**src/rtl/pm_cpu_pkg.sv**
```systemverilog
// Shared S1C88 core types: fetch FSM states and decoder immediate-size encoding.
package pm_cpu_pkg;

   typedef enum logic [2:0] {
      FETCH_OP,
      FETCH_EXT,
      IMM_LO,
      IMM_HI,
      DONE
   } fetch_state_t;

   localparam logic IMM_SIZE_8  = 1'b0;
   localparam logic IMM_SIZE_16 = 1'b1;

endpackage

```
**src/rtl/pm_instr_fetch.sv**
```systemverilog
// S1C88 fetch: assembles opcode/ext/imm bytes from the byte bus into one valid/ready instruction;
// 1-byte insn valid 2 cycles after first bus_req; holds output until out_ready. IFETCH_PREFETCH_EN adds a 1-byte opcode prefetch.
module pm_instr_fetch
   import pm_cpu_pkg::*;
#(
   parameter int unsigned       ADDR_W   = 24,
   parameter logic [ADDR_W-1:0] RESET_PC = '0
) (
   input  logic              clk,
   input  logic              reset_n,
   output logic              bus_req,
   output logic [ADDR_W-1:0] bus_addr,
   input  logic              bus_ack,
   input  logic [7:0]        bus_rdata,
   output logic [7:0]        dec_opcode,
   output logic [7:0]        dec_opext,
   input  logic              need_opext,
   input  logic              need_imm,
   input  logic              imm_size,
   input  logic              redirect_valid,
   input  logic [ADDR_W-1:0] redirect_pc,
   output logic              out_valid,
   input  logic              out_ready,
   output logic [7:0]        out_opcode,
   output logic [7:0]        out_opext,
   output logic [15:0]       out_imm,
   output logic [ADDR_W-1:0] out_pc
);

   localparam logic [ADDR_W-1:0] ONE = {{(ADDR_W-1){1'b0}}, 1'b1};

   fetch_state_t      state_q, state_d;
   logic              cap_q, cap_d;
   logic              discard_q, discard_d;
   logic [ADDR_W-1:0] pc_q, pc_d;
   logic              bus_req_q, bus_req_d;
   logic [ADDR_W-1:0] bus_addr_q, bus_addr_d;
   logic [7:0]        opcode_q, opcode_d;
   logic [7:0]        opext_q, opext_d;
   logic [15:0]       imm_q, imm_d;
   logic [ADDR_W-1:0] out_pc_q, out_pc_d;
   logic              out_valid_q, out_valid_d;
`ifdef IFETCH_PREFETCH_EN
   logic              buf_valid_q, buf_valid_d;
   logic [7:0]        buf_dat_q, buf_dat_d;
   logic [ADDR_W-1:0] buf_pc_q, buf_pc_d;
`endif

   logic xfer;
   assign xfer = bus_req_q && bus_ack;

   always_comb begin
      state_d     = state_q;
      cap_d       = cap_q;
      discard_d   = discard_q;
      pc_d        = pc_q;
      bus_req_d   = bus_req_q;
      bus_addr_d  = bus_addr_q;
      opcode_d    = opcode_q;
      opext_d     = opext_q;
      imm_d       = imm_q;
      out_pc_d    = out_pc_q;
      out_valid_d = out_valid_q;
`ifdef IFETCH_PREFETCH_EN
      buf_valid_d = buf_valid_q;
      buf_dat_d   = buf_dat_q;
      buf_pc_d    = buf_pc_q;
`endif

      if (redirect_valid) begin
         pc_d        = redirect_pc;
         state_d     = FETCH_OP;
         cap_d       = 1'b0;
         out_valid_d = 1'b0;
`ifdef IFETCH_PREFETCH_EN
         buf_valid_d = 1'b0;
`endif
         // An unanswered request cannot be withdrawn: keep it and drop its byte later.
         if (bus_req_q && !bus_ack) begin
            discard_d = 1'b1;
         end else begin
            discard_d  = 1'b0;
            bus_req_d  = 1'b1;
            bus_addr_d = redirect_pc;
         end
      end else if (discard_q) begin
         if (xfer) begin
            discard_d  = 1'b0;
            bus_req_d  = 1'b1;
            bus_addr_d = pc_q;
         end
      end else begin
         case (state_q)
            FETCH_OP: begin
               if (xfer) begin
                  opcode_d  = bus_rdata;
                  out_pc_d  = bus_addr_q;
                  opext_d   = 8'h00;
                  imm_d     = 16'h0000;
                  pc_d      = pc_q + ONE;
                  bus_req_d = 1'b0;
                  cap_d     = 1'b1;
               end else if (cap_q) begin
                  // Decoder now sees the registered opcode.
                  cap_d = 1'b0;
                  if (need_opext) begin
                     state_d    = FETCH_EXT;
                     bus_req_d  = 1'b1;
                     bus_addr_d = pc_q;
                  end else if (need_imm) begin
                     state_d    = IMM_LO;
                     bus_req_d  = 1'b1;
                     bus_addr_d = pc_q;
                  end else begin
                     state_d     = DONE;
                     out_valid_d = 1'b1;
                  end
               end else if (!bus_req_q) begin
                  bus_req_d  = 1'b1;
                  bus_addr_d = pc_q;
               end
            end
            FETCH_EXT: begin
               if (xfer) begin
                  opext_d   = bus_rdata;
                  pc_d      = pc_q + ONE;
                  bus_req_d = 1'b0;
                  cap_d     = 1'b1;
               end else if (cap_q) begin
                  cap_d = 1'b0;
                  if (need_imm) begin
                     state_d    = IMM_LO;
                     bus_req_d  = 1'b1;
                     bus_addr_d = pc_q;
                  end else begin
                     state_d     = DONE;
                     out_valid_d = 1'b1;
                  end
               end
            end
            IMM_LO: begin
               if (xfer) begin
                  imm_d[7:0] = bus_rdata;
                  pc_d       = pc_q + ONE;
                  if (imm_size == IMM_SIZE_16) begin
                     state_d    = IMM_HI;
                     bus_addr_d = pc_q + ONE;
                  end else begin
                     state_d     = DONE;
                     bus_req_d   = 1'b0;
                     out_valid_d = 1'b1;
                  end
               end
            end
            IMM_HI: begin
               if (xfer) begin
                  imm_d[15:8] = bus_rdata;
                  pc_d        = pc_q + ONE;
                  state_d     = DONE;
                  bus_req_d   = 1'b0;
                  out_valid_d = 1'b1;
               end
            end
            DONE: begin
`ifdef IFETCH_PREFETCH_EN
               if (xfer) begin
                  pc_d      = pc_q + ONE;
                  bus_req_d = 1'b0;
                  if (out_ready) begin
                     out_valid_d = 1'b0;
                     state_d     = FETCH_OP;
                     cap_d       = 1'b1;
                     opcode_d    = bus_rdata;
                     out_pc_d    = bus_addr_q;
                     opext_d     = 8'h00;
                     imm_d       = 16'h0000;
                  end else begin
                     buf_valid_d = 1'b1;
                     buf_dat_d   = bus_rdata;
                     buf_pc_d    = bus_addr_q;
                  end
               end else if (out_ready) begin
                  out_valid_d = 1'b0;
                  state_d     = FETCH_OP;
                  if (buf_valid_q) begin
                     buf_valid_d = 1'b0;
                     cap_d       = 1'b1;
                     opcode_d    = buf_dat_q;
                     out_pc_d    = buf_pc_q;
                     opext_d     = 8'h00;
                     imm_d       = 16'h0000;
                  end else if (!bus_req_q) begin
                     bus_req_d  = 1'b1;
                     bus_addr_d = pc_q;
                  end
               end else if (!bus_req_q && !buf_valid_q) begin
                  bus_req_d  = 1'b1;
                  bus_addr_d = pc_q;
               end
`else
               if (out_ready) begin
                  out_valid_d = 1'b0;
                  state_d     = FETCH_OP;
                  bus_req_d   = 1'b1;
                  bus_addr_d  = pc_q;
               end
`endif
            end
            default: state_d = FETCH_OP;
         endcase
      end
   end

   always_ff @(posedge clk or negedge reset_n) begin
      if (!reset_n) begin
         state_q     <= FETCH_OP;
         cap_q       <= 1'b0;
         discard_q   <= 1'b0;
         pc_q        <= RESET_PC;
         bus_req_q   <= 1'b0;
         bus_addr_q  <= RESET_PC;
         opcode_q    <= 8'h00;
         opext_q     <= 8'h00;
         imm_q       <= 16'h0000;
         out_pc_q    <= '0;
         out_valid_q <= 1'b0;
`ifdef IFETCH_PREFETCH_EN
         buf_valid_q <= 1'b0;
         buf_dat_q   <= 8'h00;
         buf_pc_q    <= '0;
`endif
      end else begin
         state_q     <= state_d;
         cap_q       <= cap_d;
         discard_q   <= discard_d;
         pc_q        <= pc_d;
         bus_req_q   <= bus_req_d;
         bus_addr_q  <= bus_addr_d;
         opcode_q    <= opcode_d;
         opext_q     <= opext_d;
         imm_q       <= imm_d;
         out_pc_q    <= out_pc_d;
         out_valid_q <= out_valid_d;
`ifdef IFETCH_PREFETCH_EN
         buf_valid_q <= buf_valid_d;
         buf_dat_q   <= buf_dat_d;
         buf_pc_q    <= buf_pc_d;
`endif
      end
   end

   assign bus_req    = bus_req_q;
   assign bus_addr   = bus_addr_q;
   assign dec_opcode = opcode_q;
   assign dec_opext  = opext_q;
   assign out_valid  = out_valid_q;
   assign out_opcode = opcode_q;
   assign out_opext  = opext_q;
   assign out_imm    = imm_q;
   assign out_pc     = out_pc_q;

endmodule
```
**config.mk**
```make
export PLATFORM = sky130hd
export DESIGN_NAME = pm_instr_fetch
export DESIGN_NICKNAME = d
export VERILOG_FILES = /design/src/rtl/pm_cpu_pkg.sv /design/src/rtl/pm_instr_fetch.sv
export SDC_FILE = /design/constraint.sdc
export NUM_CORES = 1
export LEC_CHECK = 0
export CAP_MARGIN = 25
export CELL_PAD_IN_SITES_DETAIL_PLACEMENT = 1
export CELL_PAD_IN_SITES_GLOBAL_PLACEMENT = 2
export CORE_MARGIN = 10
export CORE_UTILIZATION = 35
export DETAILED_ROUTE_END_ITERATION = 10
export DONT_BUFFER_PORTS = 1
export PLACE_DENSITY_LB_ADDON = 0.1
export SYNTH_ARGS = -nofsm -noshare
export SYNTH_HDL_FRONTEND = slang
export SYNTH_SLANG_ARGS = --single-unit
```
**constraint.sdc**
```tcl
create_clock -name clk -period 1.9 [get_ports clk]
set_input_delay 0.19 -clock clk [delete_from_list [all_inputs] [get_ports clk]]
set_output_delay 0.19 -clock clk [all_outputs]
set_load 0.01 [all_outputs]
```
# After elaboration in Yosys (flattened, before gate mapping)
# Cells that the tools add are included.
[totals]
in_bits = 40
ff_bits = 111
output_inout_bits = 98
[op_classes]
muxes = 73
bitwise = 2
add_sub_neg = 1
n_eq_ne = 28
reduce_logical = 25
[op_table]
columns = ["operator", "count"]
rows = [
  ["24-bit 2-to-1 mux", 18],
  ["24-bit case mux with 4 select lines", 1],
  ["8-bit case mux with 2 select lines", 3],
  ["3-bit 2-to-1 mux", 12],
  ["1-bit 2-to-1 mux", 33],
  ["4-bit inequality test (second input constant)", 7],
  ["3-bit inequality test (second input constant)", 9],
  ["24-bit by 1-bit adder with 24-bit output (second input constant)", 1],
  ["16-bit 2-to-1 mux", 1],
  ["8-bit 2-to-1 mux", 2],
  ["8-bit AND reduction", 2],
  ["3-bit case mux with 5 select lines", 1],
  ["5-bit AND reduction", 3],
  ["2-bit inequality test (second input constant)", 6],
  ["2-bit nonzero test", 6],
  ["6-bit nonzero test", 2],
  ["11-bit AND reduction", 1],
  ["1-bit case mux with 5 select lines", 2],
  ["10-bit AND reduction", 1],
  ["7-bit nonzero test", 1],
  ["3-bit by 2-bit equality test with 1-bit output (second input constant)", 2],
  ["5-bit inequality test (second input constant)", 1],
  ["4-bit AND reduction", 1],
  ["4-bit OR reduction", 1],
  ["other kinds (10)", 12],
]

# Longest topological paths before layout
[logic_depth]
word_depth = 7
mapped_depth = 10

# Worst setup path after synthesis
# OpenSTA, ideal clock, no wires.
[synth_timing]
kind = "register to register"
start = "reg state_q[2]"
end = "reg bus_addr_q[10] (netlist: bus_addr[10])"
t_required_ps = 1779
t_arrival_ps = 1831
setup_ps = 121
path_stages_with_launch = 8
path_buffers = 2
setup_slack_ps = -52
cell_sequence = "dfrtp_1 -> nor3b_2 -> a21oi_1 -> or3_1 -> and3_1 -> buf_2 -> buf_2 -> o22a_1"
[synth_between]
elab_chain_len = 4
[synth_rtl]
columns = ["item", "line", "source"]
rows = [
  ["start, declared", "pm_instr_fetch.sv:32", "fetch_state_t state_q, state_d;"],
  ["start signal, assigned", "pm_instr_fetch.sv:233", "state_q <= state_d;"],
  ["3-bit equality test (tied with other cells)", "pm_instr_fetch.sv:93", "case (state_q)"],
  ["24-bit case mux with 4 select lines", "pm_instr_fetch.sv:93", ""],
  ["24-bit 2-to-1 mux", "pm_instr_fetch.sv:86", "end else if (discard_q) begin"],
  ["24-bit 2-to-1 mux", "pm_instr_fetch.sv:70", "if (redirect_valid) begin"],
  ["end signal, assigned", "pm_instr_fetch.sv:238", "bus_addr_q <= bus_addr_d;"],
  ["end, declared", "pm_instr_fetch.sv:37", "logic [ADDR_W-1:0] bus_addr_q, bus_addr_d;"],
]
# Parallel ways exist; a longest one is shown, timed or not.
# A chain may end at the register's enable or synchronous reset.

# Worst setup path after layout
[layout_timing]
start = "reg state_q[2]"
end = "reg bus_addr_q[17] (netlist: bus_addr[17])"
# Same word-level chain as after synthesis.

==> results by group <==
Outcome
  – Status: finished, violations left
  – Failing checks: negative hold slack, negative setup slack

GRT
  – All-Layer GR Usage: 0.210
  – Global-route wire length before repair: ~40 mm
  – Total congestion overflow: 0
  – Initial antenna violation count: 0
  – Number of global-route vias before repair: 6,695
  – Maximum number of pins on one net before global-route repair: 112

Worst setup path
  – Master of the slowest instance on the critical path: sky130_fd_sc_hd__dfrtp_2
  – Crit-path cells: buf_6, nor2b_4, nor3_2, or3_4, and3_4, buf_12, buf_12, o22a_1
  – Worst stage delay on the critical path: 0.49 ns
  – Worst endpoint data arrival time: approximately 2.3 ns
  – Crit-path max FO: 8
  – Worst R2R Start: state_q[2]
  – Crit path kind: register to register
  – Kind of cell adding the most delay to the critical path: simple AND/OR/NAND/NOR gates
  – Setup crit start: state_q[2]
  – Crit start category: register
  – Most Frequent Cell on Critical Path: sky130_fd_sc_hd__buf_12
  – Category of the worst setup path capture point: register
  – Buf+Inv Stages, Crit Path: 3
  – Required time at the worst-slack endpoint: 2.15 ns

STA
  – Min cycle time layout: ~2.0 ns
  – Normalized max-slew margin: 0.699
  – Slew at the pin closest to its max-slew limit: between 0.4 and 0.5 ns
  – Worst setup slack after layout: -0.128 ns
  – Final clock period utilization by the worst path: 1.07
  – Count of pins over their slew limit: 0
  – Worst hold margin: -0.493 ns
  – Setup repair after global routing missed its margin: true
  – Worst clock skew on the final layout: 0.0124 ns
  – Final setup viols: 27
  – Achievable frequency: between 400 and 500 MHz
  – Count of final hold-check violations: 112

Die
  – Die H: about 160 um
  – Number of I/O pins: around 140
  – Die Footprint: 24,800 um^2
  – Core ar.: 18,600 um^2
  – Std-Cell Rows: 50
  – Effective utilization at floorplan: 0.355
  – X dimension of the die: 158 um

Drt
  – Post-DR wirelength/cell: 24.4 um
  – Vias post-DR: 6,213
  – Pre-antenna DRT Iters: 4
  – Routed wire length on met2: 12.8 mm
  – Highest metal layer used by the detailed router: met4
  – Remaining antenna violation count after routing: 0
  – Count of unresolved DRC violations after routing: 0
  – Avg Vias per Cell: a little under 6
  – Total detailed-routing wirelength: 26.2 mm
  – Post-Route M1 WL: 11.6 mm
  – Met3 routed wirelength: 1.37 mm
  – Starting DRT DRC Count: 352

Clock network
  – Buffers from clock root to sink, at most: 2
  – CTS buffer count: 9
  – Root cell of the clock tree: sky130_fd_sc_hd__clkbuf_16
  – H-Tree Depth: 3
  – Post-CTS clock slew at the launch and capture registers of the worst setup and hold paths: 0.08 ns
  – CTS tree: yes
  – Worst-skew pair later-pin latency: 0.37 ns
  – Sink Count: between 100 and 150
  – Cts hold-fix bufs: 25

Place
  – Placed cell area: about 7500 um^2
  – I/O Buffers: 0
  – Routability cong.: 0.858
  – Half-perimeter wire length of the detailed placement result: 18.1 mm

Layout
  – Layout-stage area growth over the synthesis result: 36.5%
  – Nets: 876
  – Leading cell type in the layout, fill and taps excluded: sky130_fd_sc_hd__buf_4
  – Design area: about 9000 um^2
  – Leading cell types in the layout, fill and taps excluded: sky130_fd_sc_hd__buf_4, sky130_fd_sc_hd__dfrtp_1, sky130_fd_sc_hd__nand2_1, sky130_fd_sc_hd__o21ai_0, sky130_fd_sc_hd__mux2_2
  – Fraction of layout instances using a drive strength above 1: 0.371
  – Antenna Diode Count: 0

Logic synthesis
  – Count of flip-flops with a built-in enable after synthesis: 0
  – Top cells by area, synth: sky130_fd_sc_hd__dfrtp_1, sky130_fd_sc_hd__mux2_2, sky130_fd_sc_hd__nand2_1
  – Cell type with the highest aggregate area in the netlist: sky130_fd_sc_hd__dfrtp_1
  – Syn nets: 774
  – Library cells used by synthesis: 59
  – Proportion of synthesized chip area in sequential cells: 0.420
  – Main flop type after synthesis: sky130_fd_sc_hd__dfrtp_1
  – Portion of synthesized cell area occupied by the leading cell type: 0.420
  – Post-synthesis sequential element count: 111
  – Post-Synthesis Cells: approximately 730
  – Async set-reset flop share out of synthesis: 1.00
  – Syn Area/Cell: roughly 9.0 um^2
  – Synthesis Warnings: 0
  – Summed instance area of the synthesized netlist: between 6000 and 7000 um^2

Hold path
  – Class of the worst hold path: input port to async pin

Power
  – Design internal power: 5.97 mW
  – Combinational Power Share: 0.338
  – Pwr Total: 9.74 mW
  – Switching pwr: 3.76 mW
  – Cell leakage power: approximately 3.6 nW
  – IR Drop Worst-Case VDD: 0.518 mV
  – Part of the total power dissipated in the clock network: 0.225
  – Switching Fraction: 0.386
  – Part of the power in registers: 0.436
  – Power per cell area: between 1000 and 1500 nW/um^2

Flow run
  – Number of max-cap violations: 0
## routing by layer
layer | up-vias | global-route usage
met5 | - | 0
met4 | 0 | 0.0681
met3 | 23 | 0.0404
met1 | 3209 | 0.268
met2 | 143 | 0.347
li1 | 2838 | -
## state kept, by name, indices dropped and copies added (netlist names)
name        count
out_valid       1
pc_q           24
bus_addr       24
out_imm        16
cap_q           1
out_pc         24
state_q         3
discard_q       1
dec_opcode      8
dec_opext       8
bus_req         1
## metrics by stage
stage / worst slack, ns / util / std cells / hold slack [ns] / TNS (ns)
finish: -0.128 / 0.485 / 1074 / -0.493 / -1.70
detailed placement: -0.210 / 0.403 / 1005 / -0.102 / -4.40
global route: -0.187 / 0.485 / 1074 / -0.507 / -4.04
CTS: -0.125 / 0.460 / 1058 / -0.496 / -0.759
floorplan: -0.0362 / - / 733 / -0.106 / -0.248
global placement: -0.181 / 0.403 / 1005 / -0.101 / -2.40
## power groups by stage
stage	registers (mW)	clock network [mW]	logic, mW
after global routing	4.39	2.35	3.56
after CTS	4.27	2.25	3.03
after floorplan	3.86	0	1.94
final	4.25	2.20	3.30
after detailed placement	4.29	0	2.69
after global placement	4.26	0	2.62
## kinds of logic after synthesis
logic type / count (synthesis) / synth area share
buffers and inverters: 93 / 0.0662
adders and majority gates: 3 / 0.00491
AOI/OAI and AO/OA: 202 / 0.201
xor gates and xnor gates: 34 / 0.0450
DFF: 111 / 0.420
and+or+nand+nor: 231 / 0.166
muxes: 59 / 0.0975
## timing repair
item	in CTS	in global routing
pin swaps	29	41
gates resized for setup	86	79
endpoints found under the setup margin	47	79
setup buffers	13	18
cloned	1	0
hold endpoints to repair	168	111
## area by class of cell
type,instances,area [um^2]
fillers,2087,9600
multi-input cells,529,4000
flip-flops and latches,111,2780
repair buffers,175,1600
well taps,234,293
clock buffers,9,225
clock inverters,7,109
inverters,9,33.8
## cells in the mapped netlist (6+ instances only)
master / n
sky130_fd_sc_hd__nand3_1: 18
sky130_fd_sc_hd__buf_2: 17
sky130_fd_sc_hd__a221oi_1: 10
sky130_fd_sc_hd__mux2_2: 44
sky130_fd_sc_hd__o21ai_0: 68
sky130_fd_sc_hd__nand3b_1: 6
sky130_fd_sc_hd__o22ai_1: 10
sky130_fd_sc_hd__and3_1: 8
sky130_fd_sc_hd__nor3_1: 11
sky130_fd_sc_hd__xnor2_1: 19
sky130_fd_sc_hd__clkbuf_1: 42
sky130_fd_sc_hd__buf_4: 18
sky130_fd_sc_hd__mux2i_1: 15
sky130_fd_sc_hd__xor2_1: 15
sky130_fd_sc_hd__a31oi_1: 9
sky130_fd_sc_hd__dfrtp_1: 111
sky130_fd_sc_hd__nand4_1: 9
sky130_fd_sc_hd__inv_1: 8
sky130_fd_sc_hd__a211oi_1: 9
sky130_fd_sc_hd__nor2_1: 55
sky130_fd_sc_hd__buf_1: 7
sky130_fd_sc_hd__o32a_1: 6
sky130_fd_sc_hd__nand2_1: 98
sky130_fd_sc_hd__a21oi_1: 33
sky130_fd_sc_hd__a22o_1: 9
sky130_fd_sc_hd__a311oi_1: 8
## final timing paths
check	endpoint	slack, ns	cells past startpoint
max	bus_addr[17]	-0.13	8
min	dec_opcode[6]	-0.49	0
max reg2reg	bus_addr[17]	-0.13	8
min reg2reg	out_imm[6]	0.56	2
max in group asynchronous	bus_addr[14]	2.26	0
min in group clk	dec_opext[6]	0	2
No activity file was read; power rests on OpenSTA's default activity.
